--- config.mk ---
export PLATFORM = sky130hd
export DESIGN_NAME = pc_gen
export DESIGN_NICKNAME = d
export VERILOG_FILES = /design/src/rtl/pc_pkg.sv /design/src/rtl/pc_next_sel.sv /design/src/rtl/pc_gen.sv
export SDC_FILE = /design/constraint.sdc
export NUM_CORES = 1
export LEC_CHECK = 0
export ABC_AREA = 1
export BUFFER_PORTS_ARGS = -buffer_cell sky130_fd_sc_hd__buf_4
export CAP_MARGIN = 20
export CELL_PAD_IN_SITES_DETAIL_PLACEMENT = 0
export CELL_PAD_IN_SITES_GLOBAL_PLACEMENT = 1
export CORE_UTILIZATION = 30
export CTS_BUF_LIST = sky130_fd_sc_hd__clkbuf_2 sky130_fd_sc_hd__clkbuf_4 sky130_fd_sc_hd__clkbuf_8
export DETAILED_ROUTE_END_ITERATION = 10
export HOLD_SLACK_MARGIN = 0.02
export PLACE_DENSITY = 0.79
export RECOVER_POWER = 50
export SYNTH_ARGS = -nofsm -noshare
export SYNTH_HDL_FRONTEND = slang
export SYNTH_SLANG_ARGS = --single-unit
export TNS_END_PERCENT = 20
--- constraint.sdc ---
create_clock -name clk -period 2.5 [get_ports clk]
set_clock_uncertainty 0.2 [all_clocks]
set_input_delay 0.5 -clock clk [delete_from_list [all_inputs] [get_ports clk]]
set_output_delay 0.5 -clock clk [all_outputs]
set_load 0.05 [all_outputs]
--- src/rtl/pc_pkg.sv ---
// -----------------------------------------------------------------------------
// pc_pkg
// Shared definitions for the RV32 fetch-stage program-counter generator.
//   pc_state_e    : control state of pc_gen (BOOT, RUN, HALT)
//   ialign_legal  : true for the supported instruction alignments (2 or 4)
//   IALIGN_LEGAL_MASK : bit i set when an alignment of i bytes is supported
// -----------------------------------------------------------------------------
package pc_pkg;

    typedef enum logic [1:0] {
        ST_BOOT = 2'd0,
        ST_RUN  = 2'd1,
        ST_HALT = 2'd2
    } pc_state_e;

    // Supported alignments are 2 (compressed ISA) and 4 bytes.
    localparam logic [7:0] IALIGN_LEGAL_MASK = 8'b0001_0100;

    function automatic bit ialign_legal(input int unsigned ialign);
        return (ialign < 8) && IALIGN_LEGAL_MASK[ialign[2:0]];
    endfunction

endpackage

--- src/rtl/pc_next_sel.sv ---
// -----------------------------------------------------------------------------
// pc_next_sel
// Combinational next-PC priority mux for pc_gen.
//   Inputs : state_i, pc_i (current PC), stall_i, if_ready_i,
//            redirect_valid_i / redirect_target_i, trap_req_i / trap_pc_i,
//            halt_req_i
//   Outputs: pc_next_o    next PC value
//            epc_load_o   capture epc_next_o into the exception PC register
//            epc_next_o   value to capture (trap PC or misaligned target)
//            misaligned_o redirect target is not IALIGN-aligned
//            halt_take_o  a halt request wins this cycle (RUN only)
// Priority (highest first): trap, redirect, halt, hold (stall / !if_ready),
// sequential increment. Trap and redirect act in RUN and HALT; nothing
// acts in BOOT.
// -----------------------------------------------------------------------------
module pc_next_sel
    import pc_pkg::*;
#(
    parameter int unsigned     XLEN        = 32,
    parameter logic [XLEN-1:0] TRAP_VECTOR = 32'h0000_0100,
    parameter int unsigned     IALIGN      = 4
) (
    input  pc_state_e         state_i,
    input  logic [XLEN-1:0]   pc_i,
    input  logic              stall_i,
    input  logic              if_ready_i,
    input  logic              redirect_valid_i,
    input  logic [XLEN-1:0]   redirect_target_i,
    input  logic              trap_req_i,
    input  logic [XLEN-1:0]   trap_pc_i,
    input  logic              halt_req_i,
    output logic [XLEN-1:0]   pc_next_o,
    output logic              epc_load_o,
    output logic [XLEN-1:0]   epc_next_o,
    output logic              misaligned_o,
    output logic              halt_take_o
);

    // An unsupported IALIGN falls back to 4-byte alignment.
    localparam int unsigned     IALIGN_EFF = ialign_legal(IALIGN) ? IALIGN : 4;
    localparam logic [XLEN-1:0] INCR       = XLEN'(IALIGN_EFF);
    localparam logic [XLEN-1:0] ALIGN_MASK = XLEN'(IALIGN_EFF - 1);

    logic target_misaligned;
    assign target_misaligned = (redirect_target_i & ALIGN_MASK) != '0;

    always_comb begin
        pc_next_o    = pc_i;
        epc_load_o   = 1'b0;
        epc_next_o   = trap_pc_i;
        misaligned_o = 1'b0;
        halt_take_o  = 1'b0;
        if (state_i != ST_BOOT) begin
            if (trap_req_i) begin
                pc_next_o  = TRAP_VECTOR;
                epc_load_o = 1'b1;
                epc_next_o = trap_pc_i;
            end else if (redirect_valid_i) begin
                if (target_misaligned) begin
                    // Misaligned jump is turned into a trap on the target.
                    pc_next_o    = TRAP_VECTOR;
                    epc_load_o   = 1'b1;
                    epc_next_o   = redirect_target_i;
                    misaligned_o = 1'b1;
                end else begin
                    pc_next_o = redirect_target_i;
                end
            end else if (state_i == ST_RUN) begin
                if (halt_req_i) begin
                    halt_take_o = 1'b1;
                end else if (!stall_i && if_ready_i) begin
                    // Advance only when the fetch port accepted this PC.
                    pc_next_o = pc_i + INCR;
                end
            end
        end
    end

endmodule

--- src/rtl/pc_gen.sv ---
// -----------------------------------------------------------------------------
// pc_gen
// Program-counter generator for the RV32 fetch stage.
//   clk, reset          : rising-edge clock, asynchronous active-high reset
//   stall               : hazard stall, hold PC
//   redirect_valid/_target : taken branch/jump
//   trap_req / trap_pc  : exception or interrupt, PC of faulting instruction
//   halt_req / resume   : enter / leave HALT
//   if_ready            : fetch port accepts current PC
//   if_valid            : current PC is a valid fetch request (RUN only)
//   pc_output / pc_plus : current PC and PC + IALIGN (link value)
//   epc                 : captured exception PC
//   misaligned          : one-cycle pulse on a misaligned redirect
//   halted              : state is HALT
//   dbg_state           : current control state, for observation
// Handshake: a PC is consumed on a rising edge where if_valid and if_ready are
// both high; while if_valid is high and if_ready low, pc_output only moves on
// a trap or redirect.
// -----------------------------------------------------------------------------
module pc_gen
    import pc_pkg::*;
#(
    parameter int unsigned     XLEN         = 32,
    parameter logic [XLEN-1:0] RESET_VECTOR = 32'h0000_0000,
    parameter logic [XLEN-1:0] TRAP_VECTOR  = 32'h0000_0100,
    parameter int unsigned     IALIGN       = 4
) (
    input  logic              clk,
    input  logic              reset,
    input  logic              stall,
    input  logic              redirect_valid,
    input  logic [XLEN-1:0]   redirect_target,
    input  logic              trap_req,
    input  logic [XLEN-1:0]   trap_pc,
    input  logic              halt_req,
    input  logic              resume,
    input  logic              if_ready,
    output logic              if_valid,
    output logic [XLEN-1:0]   pc_output,
    output logic [XLEN-1:0]   pc_plus,
    output logic [XLEN-1:0]   epc,
    output logic              misaligned,
    output logic              halted,
    output pc_state_e         dbg_state
);

    localparam int unsigned     IALIGN_EFF = ialign_legal(IALIGN) ? IALIGN : 4;
    localparam logic [XLEN-1:0] INCR       = XLEN'(IALIGN_EFF);

    pc_state_e       state_q, state_d;
    logic [XLEN-1:0] pc_q, pc_d;
    logic [XLEN-1:0] epc_q, epc_d;
    logic            mis_q, mis_d;

    logic            epc_load;
    logic [XLEN-1:0] epc_next;
    logic            halt_take;

    pc_next_sel #(
        .XLEN        (XLEN),
        .TRAP_VECTOR (TRAP_VECTOR),
        .IALIGN      (IALIGN)
    ) u_next_sel (
        .state_i           (state_q),
        .pc_i              (pc_q),
        .stall_i           (stall),
        .if_ready_i        (if_ready),
        .redirect_valid_i  (redirect_valid),
        .redirect_target_i (redirect_target),
        .trap_req_i        (trap_req),
        .trap_pc_i         (trap_pc),
        .halt_req_i        (halt_req),
        .pc_next_o         (pc_d),
        .epc_load_o        (epc_load),
        .epc_next_o        (epc_next),
        .misaligned_o      (mis_d),
        .halt_take_o       (halt_take)
    );

    assign epc_d = epc_load ? epc_next : epc_q;

    // Control FSM: BOOT is a single dead cycle after reset release.
    always_comb begin
        state_d = state_q;
        unique case (state_q)
            ST_BOOT: state_d = ST_RUN;
            ST_RUN:  if (halt_take) state_d = ST_HALT;
            ST_HALT: if (resume) state_d = ST_RUN;  // resume beats halt_req
            default: state_d = ST_BOOT;
        endcase
    end

    always_ff @(posedge clk or posedge reset) begin
        if (reset) begin
            state_q <= ST_BOOT;
        end else begin
            state_q <= state_d;
        end
    end

    always_ff @(posedge clk or posedge reset) begin
        if (reset) begin
            pc_q  <= RESET_VECTOR;
            epc_q <= '0;
            mis_q <= 1'b0;
        end else begin
            pc_q  <= pc_d;
            epc_q <= epc_d;
            mis_q <= mis_d;
        end
    end

    assign if_valid   = (state_q == ST_RUN);
    assign halted     = (state_q == ST_HALT);
    assign pc_output  = pc_q;
    assign pc_plus    = pc_q + INCR;
    assign epc        = epc_q;
    assign misaligned = mis_q;
    assign dbg_state  = state_q;

endmodule

==> PnR_summary.wiki, run 1 <==
{| class="wikitable"
! Metric !! Value
|-
| Placed cell count || roughly 1000
|-
| GR met2 Demand/Resource || 0.3445
|-
| Run status || complete, but fails checks
|-
| Required arrival time at the worst endpoint || around 1800 ps
|-
| Clock transition at path regs || 80 ps
|-
| Post-route worst hold slack || about 200 ps
|-
| Hold crit path type || primary input to flop
|-
| Clock sink total || 67
|-
| Remaining antenna violation count || 0
|-
| Area share of the largest cell type after synthesis || 0.4064
|-
| Min setup slack post-route || -115.2 ps
|-
| Adder-cell share of the synthesized area || 0.003033
|-
| IO Port Bufs || 172
|-
| Number of H-tree branching levels || 3
|-
| Critical path peak fanout || 5
|-
| Maximum buffer depth of the clock tree || 2
|-
| Area growth from synthesis to layout || 48.01%
|-
| Share of cells above drive strength 1 || 0.3107
|-
| Most area-hungry cell type in the Yosys netlist || dfrtp_1
|-
| Count of inserted antenna diode cells || 0
|-
| DRC Markers || 0
|-
| Slew of the pin with the lowest slew margin || between 1500 and 2000 ps
|-
| Total half-perimeter wirelength after legalization and detailed placement || 11600 um
|-
| Post-route standard cell area excluding fillers || roughly 6100 sq um
|-
| Count of cell types in the netlist || 29
|-
| Startpoint of the lowest-slack hold path || trap_pc[8]
|-
| EDFF count, synth || 0
|-
| Synthesis warning total || 0
|-
| Core region area || 13350 sq um
|-
| Slew HR || -0.1737
|-
| Inserted Clock Buffers || 9
|-
| Detailed-routing iteration count for the pre-antenna-repair pass || 7
|-
| Leakage power summed over all cells || between 0.002 and 0.003 uW
|-
| Cells after synthesis || 641
|-
| Row count || 42
|-
| Max-cap viol count || 1
|-
| Simple-gate share of the synthesized area || 0.4173
|-
| Synthesized-area fraction occupied by xor and xnor cells || 0.008493
|-
| Total number of vias || 4787
|-
| Routability Congestion || roughly 0.92
|-
| Final Max Tran Viols || 68
|-
| Register area share after synthesis || 0.4064
|-
| Effective utilization at floorplan || 0.3091
|-
| Final min period || 2615 ps
|-
| Synthesized net count || 714
|-
| Endpoint class of the critical path || output port
|-
| Top cells by instance count after synthesis || nand2_1, nor2_1, dfrtp_1
|-
| R2R Path Start || dbg_state[0]$_DFFE_PP0P_
|-
| Register-to-register setup slack || 120 ps
|-
| Die height || ~120 um
|-
| Syn Area/Cell || 6.436 sq um
|-
| Final hold violation count || 0
|-
| Worst supply voltage drop on vdd || around 0.00047 V
|-
| Number of hold buffers added after CTS || 0
|-
| Clock tree from TritonCTS || built
|-
| Final setup vio count || 15
|-
| Timing startpoint of the critical path || pc_output[2]$_DFFE_PP0P_
|-
| Final period utilization || 1.046
|-
| Nets || 892
|-
| Vias in the first global route || 4641
|-
| Combinational family with the most area after synthesis || simple AND/OR/NAND/NOR gates
|-
| Die Wd || 119.3 um
|-
| Final WL || around 15000 um
|-
| Predominant post-synthesis flop cell || dfrtp_1
|-
| Die footprint || 14220 sq um
|-
| Met3 usage || 0.04646
|-
| Layout fillers || 1423
|-
| Per-cell via count in the routed design || ~4.8
|-
| Average wire per standard cell || between 15 and 20 um
|-
| Wire length of the first global-routing pass || around 25000 um
|-
| Main area contributors after synthesis || dfrtp_1, nand2_1, nor2_1
|-
| Mux contribution to synthesized area || 0
|-
| Power per cell area || 1082 nW/um^2
|-
| CP arrival || 1920 ps
|-
| GRT overflow || 0
|-
| Global-route layer with the greatest usage || met2
|-
| M1 GR Usage || 0.3127
|-
| Post-Layout Cell Count || 1000
|-
| Unrepaired setup endpoints after global routing || true
|-
| Initial antenna violation count || 0
|-
| Failing checks || max-capacitance violations, max-slew violations, negative setup slack
|-
| Count of boundary I/O pins || around 170
|-
| Number of synthesized register bits || between 60 and 70
|-
| Cell with the most instances after synthesis || nand2_1
|-
| Maximum number of pins on one net before global-route repair || 68
|-
| Timing-limited maximum frequency || 382.4 MHz
|-
| Share of flip-flops with an asynchronous set or reset || 1.000
|-
| Classification of the worst setup path || flop to output port
|-
| Share of the core filled with cells in the final layout || 0.4574
|-
| Total track usage || 0.2258
|-
| CP startpoint kind || flop
|-
| Post-Place Cell Area || ~5700 sq um
|-
| Clock tree root driver cell || clkbuf_8
|-
| Compound-gate portion of the synthesized area || 0.08705
|-
| Cell area after synthesis || 4125 sq um
|-
| DR iter-0 viols || 282
|-
| Later-pin clock latency in the skew report || 370 ps
|-
| Post-Route Setup TNS || -934.6 ps
|}
==> state kept, by name, summed over array words and instances (netlist names) <==
name and flops:
misaligned 1, epc 32, dbg_state 2, pc_output 32
==> cells in the final DEF, fill, tap and decap left out, types with 3 or more instances in the layout <==
master	Yosys	routed
nand2_1	252	230
buf_4	4	136
nor2_1	126	111
dfrtp_1	67	50
inv_1	47	48
a31oi_1	34	34
nand3_1	39	34
clkbuf_1	9	31
nand2_2	1	17
buf_6	0	17
dfrtp_2	0	17
nor2_2	7	16
clkbuf_8	0	10
o21ai_0	14	7
nand3_2	2	6
nor2_4	0	6
nand2_4	0	6
o21ai_1	1	6
inv_2	7	5
clkbuf_4	0	5
a21oi_1	3	3
buf_8	0	3
==> worst max-delay path, stage by stage, from the launching register on <==
cell,delay (ps)
dfrtp_2,430
buf_6,120
clkinvlp_4,90
nor2_4,130
nand3b_1,220
or2_1,310
nand2_2,90
buf_6,150
==> layout make-up <==
| cell class | count | area, sq um | area share |
|---|---|---|---|
| Multi-Input combinational cell | 496 | 2352 | 0.3852 |
| Sequential cell | 67 | 1698 | 0.2781 |
| Timing Repair Buffer | 191 | 1426 | 0.2336 |
| Tap cell | 176 | 220.2 | 0.03607 |
| Inverter | 54 | 206.4 | 0.03381 |
| Clock buffer | 14 | 167.7 | 0.02746 |
| Clock inverter | 2 | 35.03 | 0.005738 |
==> through the flow <==
step                      power (uW)  worst slack, ps
after floorplan                 4420           -92.50
after detailed placement        5717            122.2
after CTS                       6806           -124.1
final                           6607           -115.2
after global routing            6953           -249.5
after global placement          5674            158.1
==> where the power goes <==
part	leakage (uW)	internal, uW	total (uW)	switching (uW)
Sequential	0.000799	1460	1810	348
Clock	0.000108	532	976	443
Combinational	0.00206	1000	3820	2820
==> path summary, 6_finish.rpt <==
check,endpoint,cells after the start
setup / recovery,pc_plus[11],7
hold / removal,epc[8]$_DFFE_PP0P_,3
setup reg to reg,pc_output[11]$_DFFE_PP0P_,8
hold reg to reg,pc_output[0]$_DFFE_PP0P_,2
max in group asynchronous,pc_output[3]$_DFFE_PP0P_,3
min in group asynchronous,epc[23]$_DFFE_PP0P_,3
==> kinds of logic after synthesis <==
logic type | count (synthesis)
compound gates | 58
xor+xnor | 4
fa+ha+maj | 1
buf+inv | 78
flops | 67
simple gates | 433
==> what timing repair did <==
action	in CTS	in global routing
setup buffers	2	3
pin swaps	9	5
setup endpoints to repair	23	25
resized for setup	55	41
==> per-layer routing <==
metal	share of wire	routed length [um]
met3	0.070	1084
met5	0	0
met1	0.47	7185
met2	0.44	6783
met4	0.023	348
Note: power is estimated with default switching activity, not from simulation.
==> run 2, diff against run 1 <==
--- a/config.mk
+++ b/config.mk
@@ -14,7 +14,7 @@
 export CTS_BUF_LIST = sky130_fd_sc_hd__clkbuf_2 sky130_fd_sc_hd__clkbuf_4 sky130_fd_sc_hd__clkbuf_8
 export DETAILED_ROUTE_END_ITERATION = 10
 export HOLD_SLACK_MARGIN = 0.02
-export PLACE_DENSITY = 0.79
+export PLACE_DENSITY_LB_ADDON = 0.1
 export RECOVER_POWER = 50
 export SYNTH_ARGS = -nofsm -noshare
 export SYNTH_HDL_FRONTEND = slang
==> run 2 against run 1 <==
The run ends with negative setup slack left. Global-route usage decreased by 0.58 points. Cell count stayed put. Combinational power barely moved. Sequential share of layout area is 0.082 points lower. Clock-buffer cell count down 4. Register-to-register slack improved by 190 ps. Routed wire length is 0.53% higher.
==> PnR_summary.wiki, run 2 (synthesized netlist as in run 1, its figures left out) <==
{| class="wikitable"
! Metric !! Value
|-
| Run status || complete, but fails checks
|-
| Failing checks || negative setup slack
|-
| Later-pin clock latency in the skew report || 360 ps (about the same)
|-
| Detailed-routing iteration count for the pre-antenna-repair pass || 5 (-2)
|-
| Endpoint class of the critical path || output port
|-
| Total track usage || 0.2199 (-0.005846)
|-
| Hold Path End || epc[23]$_DFFE_PP0P_
|-
| Slowest-stage cell, CP || dfrtp_2
|-
| Average wire per standard cell || 15.48 um (+0.53%)
|-
| Share of the core filled with cells in the final layout || 0.4591 (+0.001687)
|-
| CP arrival || 1860 ps (-60 ps)
|-
| Layout fillers || 1461 (+2.7%)
|-
| Delay contributed by the slowest stage of the critical path || 430 ps (about the same)
|-
| Final setup vio count || 12 (-3)
|-
| CP startpoint kind || flop
|-
| Clock tree root driver cell || clkbuf_8
|-
| Register Area || 1699 sq um (about the same)
|-
| Crit path cell chain || ha_4 > nand2_2 > nor2_4 > nand2_4 > nor2_4 > nand2_1 > nand2_1 > nand2_1 > buf_6
|-
| Final Max Tran Viols || 0 (-100%)
|-
| R2R Path Start || dbg_state[0]$_DFFE_PP0P_
|-
| Nets || 892 (unchanged)
|-
| Number of H-tree branching levels || 3 (unchanged)
|-
| Critical path peak fanout || 5 (unchanged)
|-
| Total number of vias || 4695 (-1.9%)
|-
| Most numerous cell on the critical path || nand2_1
|-
| Commonest cells after routing, fill and taps aside || nand2_1, buf_4, nor2_1
|-
| Share of cells above drive strength 1 || 0.3083 (-0.002427)
|-
| Switching power summed over all nets || 3629 uW (+0.44%)
|-
| Per-cell via count in the routed design || 4.695 (-1.9%)
|-
| Row count || 42 (unchanged)
|-
| Hold path depth || 3 (unchanged)
|-
| Wire length of the first global-routing pass || 23870 um (-2.9%)
|-
| Internal portion of total power || 3139 uW (+4.8%)
|-
| Final period utilization || 1.026 (-0.02045)
|-
| Min setup slack post-route || -64.05 ps (+51.13 ps)
|-
| Endpoint of the lowest-slack register-to-register path || pc_output[27]$_DFFE_PP0P_
|-
| Most common cell after layout, fill and taps aside || nand2_1
|-
| Clock share of power || 0.172 (+0.024)
|-
| Inserted Clock Buffers || 9 (unchanged)
|-
| Maximum buffer depth of the clock tree || 2 (unchanged)
|-
| Count of inserted antenna diode cells || 0 (unchanged)
|-
| Place WS || 42.92 ps (-79.24 ps)
|-
| Final hold violation count || 0 (unchanged)
|-
| IO Port Bufs || 172 (unchanged)
|-
| Post-Place Cell Area || 5708 sq um (about the same)
|-
| Die Wd || 119.3 um (unchanged)
|-
| Classification of the worst setup path || flop to output port
|-
| Area occupied by multi-input gates || 2346 sq um (-0.27%)
|-
| Total half-perimeter wirelength after legalization and detailed placement || 11630 um (+0.29%)
|-
| Final min period || 2564 ps (-51.13 ps)
|-
| Worst supply voltage drop on vdd || 0.0003644 V (-23%)
|-
| Register-to-register setup slack || 310 ps (+190 ps)
|-
| Slew HR || 0.2596 (+0.4333)
|-
| Die height || 119.3 um (unchanged)
|-
| Slew of the pin with the lowest slew margin || 1109 ps (-651.2 ps)
|-
| Top Family by Delay on Critical Path || simple AND/OR/NAND/NOR gates
|-
| Clock transition at path regs || 80 ps (about the same)
|-
| Post-route standard cell area excluding fillers || 6128 sq um (+0.37%)
|-
| Worst Reg-to-Reg Cells || 8 (unchanged)
|-
| Power per cell area || 1104 nW/um^2 (+2.1%)
|-
| Routability Congestion || 0.8377 (-9.2%)
|-
| Sw Ratio || 0.5362 (-0.01066)
|-
| Initial antenna violation count || 0 (unchanged)
|-
| Clock tree from TritonCTS || built
|-
| DRC Markers || 0 (unchanged)
|-
| Sequential fraction of design power || 0.263 (-0.011)
|-
| Remaining antenna violation count || 0 (unchanged)
|-
| Area growth from synthesis to layout || 48.56%
|-
| Startpoint of the lowest-slack hold path || redirect_target[23]
|-
| GRT overflow || 0 (unchanged)
|-
| Crit path depth || 9 (+2)
|-
| WP buf/inv || 1 (-2)
|-
| DR iter-0 viols || 275 (-2.5%)
|-
| Hold crit path type || primary input to flop
|-
| Number of hold buffers added after CTS || 0 (unchanged)
|-
| Max-cap viol count || 0 (-1)
|-
| Required arrival time at the worst endpoint || 1800 ps (about the same)
|-
| Clock sink total || 67 (unchanged)
|-
| Core region area || 13350 sq um (unchanged)
|-
| Die footprint || 14220 sq um (unchanged)
|-
| Maximum number of pins on one net before global-route repair || 65 (-4.4%)
|-
| Timing-limited maximum frequency || 390.0 MHz (+2.0%)
|-
| Final WL || 15480 um (+0.53%)
|-
| Leakage power summed over all cells || 0.002951 uW (-0.53%)
|-
| Part of the total power dissipated in combinational logic || 0.565 (-0.014)
|-
| Unrepaired setup endpoints after global routing || true
|-
| Vias in the first global route || 4421 (-4.7%)
|-
| Count of boundary I/O pins || 173 (unchanged)
|-
| Effective utilization at floorplan || 0.3091 (unchanged)
|}
-- run 2: cell types whose count changed in the layout (fill, tap and decap cells not counted), moves of 3 or more --
cell | previous run | this run
buf_6 | 17 | 13
clkbuf_4 | 5 | 1
clkbuf_1 | 31 | 35
buf_8 | 3 | 6
-- run 2: worst reg2reg max path, cell delays in order, from the launching register on --
cell and delay, ps:
dfrtp_1 430, nor2_1 120, inv_1 170, nand2_1 120, nand2_2 210, nand3_2 370, nor2_1 350, nand2_1 90
nand2_1 60
-- run 2: layout make-up --
| class | instances | share of cell area |
|---|---|---|
| clock inverters | 6 | 0.01837 |
| repair buffers | 191 | 0.2295 |
| clock buffers | 10 | 0.02246 |
| multi-input cells | 496 | 0.3828 |
| flip-flops and latches | 67 | 0.2773 |
| well taps | 176 | 0.03593 |
| inverters | 54 | 0.03369 |
-- run 2: power groups by stage --
| stage | combinational, uW | sequential, uW | clock (uW) |
|---|---|---|---|
| after CTS | 4010 | 1780 | 1190 |
| after global placement | 3880 | 1780 | 0 |
| final | 3820 | 1780 | 1160 |
| after floorplan | 1400 | 3020 | 0 |
| after global routing | 4040 | 1840 | 1240 |
| after detailed placement | 3900 | 1800 | 0 |
-- run 2: per-layer routing --
layer | track usage | part of all wire
met1 | 0.3179 | 0.49
met2 | 0.3314 | 0.44
met3 | 0.03736 | 0.065
met4 | 0.06883 | 0.011
met5 | 0 | 0
-- run 2: how the worst max path moves through the flow --
stage / slack (ps) / startpoint / endpoint
after floorplan: -90 / pc_output[7]$_DFFE_PP0P_ / pc_plus[8]
after global placement: 70 / pc_output[2]$_DFFE_PP0P_ / pc_plus[26]
after detailed placement: 40 / pc_output[2]$_DFFE_PP0P_ / pc_plus[26]
after CTS: -80 / pc_output[2]$_DFFE_PP0P_ / pc_plus[26]
after global routing: -210 / pc_output[2]$_DFFE_PP0P_ / pc_plus[19]
final: -60 / pc_output[2]$_DFFE_PP0P_ / pc_plus[26]
-- run 2: what timing repair did --
action,in CTS,in global routing
pin swaps,5,13
endpoints found under the setup margin,23,24
buffers inserted,4,0
resized for setup,62,36
-- run 2: stage by stage --
| stage | cells | hold WS [ps] | TNS (ps) | total power, uW |
|---|---|---|---|---|
| 2_1_floorplan | 641 | 446.4 | -460.8 | 4420 |
| 3_3_place_gp | 980 | 306.4 | 0 | 5664 |
| 3_5_place_dp | 980 | 319.7 | 0 | 5692 |
| 4_1_cts | 1000 | 25.93 | -626.4 | 6990 |
| 5_1_grt | 1000 | 187.8 | -3387 | 7126 |
| 6_report | 1000 | 198.7 | -333.1 | 6768 |
==> run 3, diff against run 2 <==
--- a/config.mk
+++ b/config.mk
@@ -10,12 +10,14 @@
 export CAP_MARGIN = 20
 export CELL_PAD_IN_SITES_DETAIL_PLACEMENT = 0
 export CELL_PAD_IN_SITES_GLOBAL_PLACEMENT = 1
+export CORE_MARGIN = 4
 export CORE_UTILIZATION = 30
 export CTS_BUF_LIST = sky130_fd_sc_hd__clkbuf_2 sky130_fd_sc_hd__clkbuf_4 sky130_fd_sc_hd__clkbuf_8
 export DETAILED_ROUTE_END_ITERATION = 10
 export HOLD_SLACK_MARGIN = 0.02
 export PLACE_DENSITY_LB_ADDON = 0.1
 export RECOVER_POWER = 50
+export SETUP_SLACK_MARGIN = 0.15
 export SYNTH_ARGS = -nofsm -noshare
 export SYNTH_HDL_FRONTEND = slang
 export SYNTH_SLANG_ARGS = --single-unit
==> run 3 against run 2 <==
The flow still finishes with violations (negative setup slack). Critical path depth shrank 2. Largest cell class unchanged. Critical path type unchanged. Largest power group unchanged. Cell count rose by 0.60%. Clock-buffer cell count unchanged. Routed wire length increased by 3.9%.
==> PnR_summary.wiki, run 3 (synthesized netlist as in run 1, its figures left out) <==
{| class="wikitable"
! Metric !! Value
|-
| Run status || complete, but fails checks
|-
| Failing checks || negative setup slack
|-
| Max-cap viol count || 0 (unchanged)
|-
| Clock transition at path regs || 80 ps (about the same)
|-
| Count of boundary I/O pins || 173 (unchanged)
|-
| Later-pin clock latency in the skew report || 360 ps (about the same)
|-
| DRC Markers || 0 (unchanged)
|-
| Post-Route Setup TNS || -493.5 ps (-160.4 ps)
|-
| IO Port Bufs || 172 (unchanged)
|-
| Die Wd || 125.3 um (+5.0%)
|-
| Final period utilization || 1.040 (+0.01438)
|-
| Met1 wire length || 7577 um (+0.84%)
|-
| Placed cell count || 978 (-0.20%)
|-
| Design Power || 6858 uW (+1.3%)
|-
| Area growth from synthesis to layout || 56.48%
|-
| Clock tree from TritonCTS || built
|-
| Final hold violation count || 0 (unchanged)
|-
| Count of inserted antenna diode cells || 0 (unchanged)
|-
| Post-route standard cell area excluding fillers || 6455 sq um (+5.3%)
|-
| Worst supply voltage drop on vdd || 0.0003795 V (+4.1%)
|-
| Number of H-tree branching levels || 3 (unchanged)
|-
| Final setup vio count || 9 (-3)
|-
| Power per cell area || 1063 nW/um^2 (-3.8%)
|-
| Crit path cell chain || buf_6 > clkinvlp_4 > nor2_4 > nand3b_1 > or2_4 > nand2_4 > buf_8
|-
| Min setup slack post-route || -100.0 ps (-35.95 ps)
|-
| Remaining antenna violation count || 0 (unchanged)
|-
| Die height || 125.3 um (+5.0%)
|-
| Per-cell via count in the routed design || 4.710 (+0.31%)
|-
| Total number of vias || 4738 (+0.92%)
|-
| Row count || 42 (unchanged)
|-
| Classification of the worst setup path || flop to output port
|-
| Post-Layout Cell Count || 1006 (+0.60%)
|-
| GRT overflow || 0 (unchanged)
|-
| Met2 Routed Length || 7232 um (+6.7%)
|-
| Average wire per standard cell || 15.98 um (+3.2%)
|-
| Timing-limited maximum frequency || 384.6 MHz (-1.4%)
|-
| Critical path peak fanout || 4 (-1)
|-
| Endpoint class of the critical path || output port
|-
| Leakage power summed over all cells || 0.003041 uW (+3.0%)
|-
| Wire length of the first global-routing pass || 25250 um (+5.8%)
|-
| Slowest-stage cell, CP || dfrtp_2
|-
| Initial antenna violation count || 0 (unchanged)
|-
| Commonest cells after routing, fill and taps aside || nand2_1, buf_4, nor2_1
|-
| Die footprint || 15690 sq um (+10%)
|-
| Slew of the pin with the lowest slew margin || 1142 ps (+32.93 ps)
|-
| Vias in the first global route || 4636 (+4.9%)
|-
| Maximum number of pins on one net before global-route repair || 49 (-25%)
|-
| Clock sink total || 67 (unchanged)
|-
| CP arrival || 1900 ps (+40 ps)
|-
| CP startpoint kind || flop
|-
| Delay contributed by the slowest stage of the critical path || 400 ps (-30 ps)
|-
| DR iter-0 viols || 362 (+32%)
|-
| Most common cell after layout, fill and taps aside || nand2_1
|-
| Total half-perimeter wirelength after legalization and detailed placement || 12510 um (+7.5%)
|-
| Top Metal Used || met4
|-
| Core region area || 13350 sq um (unchanged)
|-
| Total track usage || 0.2025 (-0.01741)
|-
| Slew HR || 0.2385 (-0.02114)
|-
| Hold crit path type || primary input to flop
|-
| Post-Place Cell Area || 5918 sq um (+3.7%)
|-
| Effective utilization at floorplan || 0.3091 (unchanged)
|-
| Detailed-routing iteration count for the pre-antenna-repair pass || 4 (-1)
|-
| Post-route worst hold slack || 202.6 ps (+3.902 ps)
|-
| Routability Congestion || 0.8562 (+2.2%)
|-
| Final WL || 16080 um (+3.9%)
|-
| Final Max Tran Viols || 0 (unchanged)
|-
| Share of cells above drive strength 1 || 0.3663 (+0.05801)
|-
| Final min period || 2600 ps (+35.95 ps)
|-
| Nets || 899 (+0.78%)
|-
| Inserted Clock Buffers || 9 (unchanged)
|-
| Unrepaired setup endpoints after global routing || true
|-
| Required arrival time at the worst endpoint || 1800 ps (about the same)
|-
| Clock tree root driver cell || clkbuf_8
|-
| Sum of met3 wire segment lengths after detailed routing || 971 um (-4.1%)
|-
| Maximum buffer depth of the clock tree || 2 (unchanged)
|}
==> run 3: per-layer routing <==
metal / vias to the layer above / GRT usage
li1: 2375 / -
met1: 2191 / 0.2842
met2: 154 / 0.3107
met3: 18 / 0.04520
met4: 0 / 0.06633
met5: - / 0
==> run 3: critical path: cells and delay by family (launching register included) <==
kind | cells | cell delay [ps]
and+or+nand+nor | 4 | 800
DFF | 1 | 400
buffers and inverters | 3 | 330
==> run 3: repair_timing <==
action / CTS / global route
setup buffers: 10 / 3
endpoints found under the hold margin: 0 / 0
gates resized for setup: 81 / 38
pin swaps: 17 / 17
endpoints found under the setup margin: 25 / 28
hold buffers: 0 / 0
==> run 3: power breakdown <==
group          internal (uW)  switching (uW)
Clock                    580             440
Sequential              1460             342
Combinational           1130            2900
Total                   3170            3690
==> run 3: final cells by class <==
class | instances | area (sq um)
fillers | 1415 | 6893
clock buffers | 10 | 137.6
repair buffers | 198 | 1520
clock inverters | 5 | 77.57
inverters | 54 | 209.0
flip-flops and latches | 67 | 1702
multi-input cells | 496 | 2589
well taps | 176 | 220.2
==> run 3: final timing paths <==
check                                         start  depth (start not counted)                        end  slack [ps]
max                        pc_output[2]$_DFFE_PP0P_                          7                pc_plus[11]        -100
min                                     trap_pc[25]                          3        epc[25]$_DFFE_PP0P_         200
max reg2reg                dbg_state[0]$_DFFE_PP0P_                          5        epc[31]$_DFFE_PP0P_         360
min reg2reg                pc_output[0]$_DFFE_PP0P_                          2   pc_output[0]$_DFFE_PP0P_         320
max in group asynchronous                     reset                          3  pc_output[14]$_DFFE_PP0P_         530
min in group asynchronous                     reset                          2        epc[26]$_DFFE_PP0P_         220
==> run 3: metrics by stage <==
stage | setup slack, ps | util
global placement | 69.82 | 0.4434
detailed placement | 65.59 | 0.4434
global route | -196.4 | 0.4836
finish | -100.0 | 0.4836
floorplan | -31.99 | -
CTS | -135.6 | 0.4850
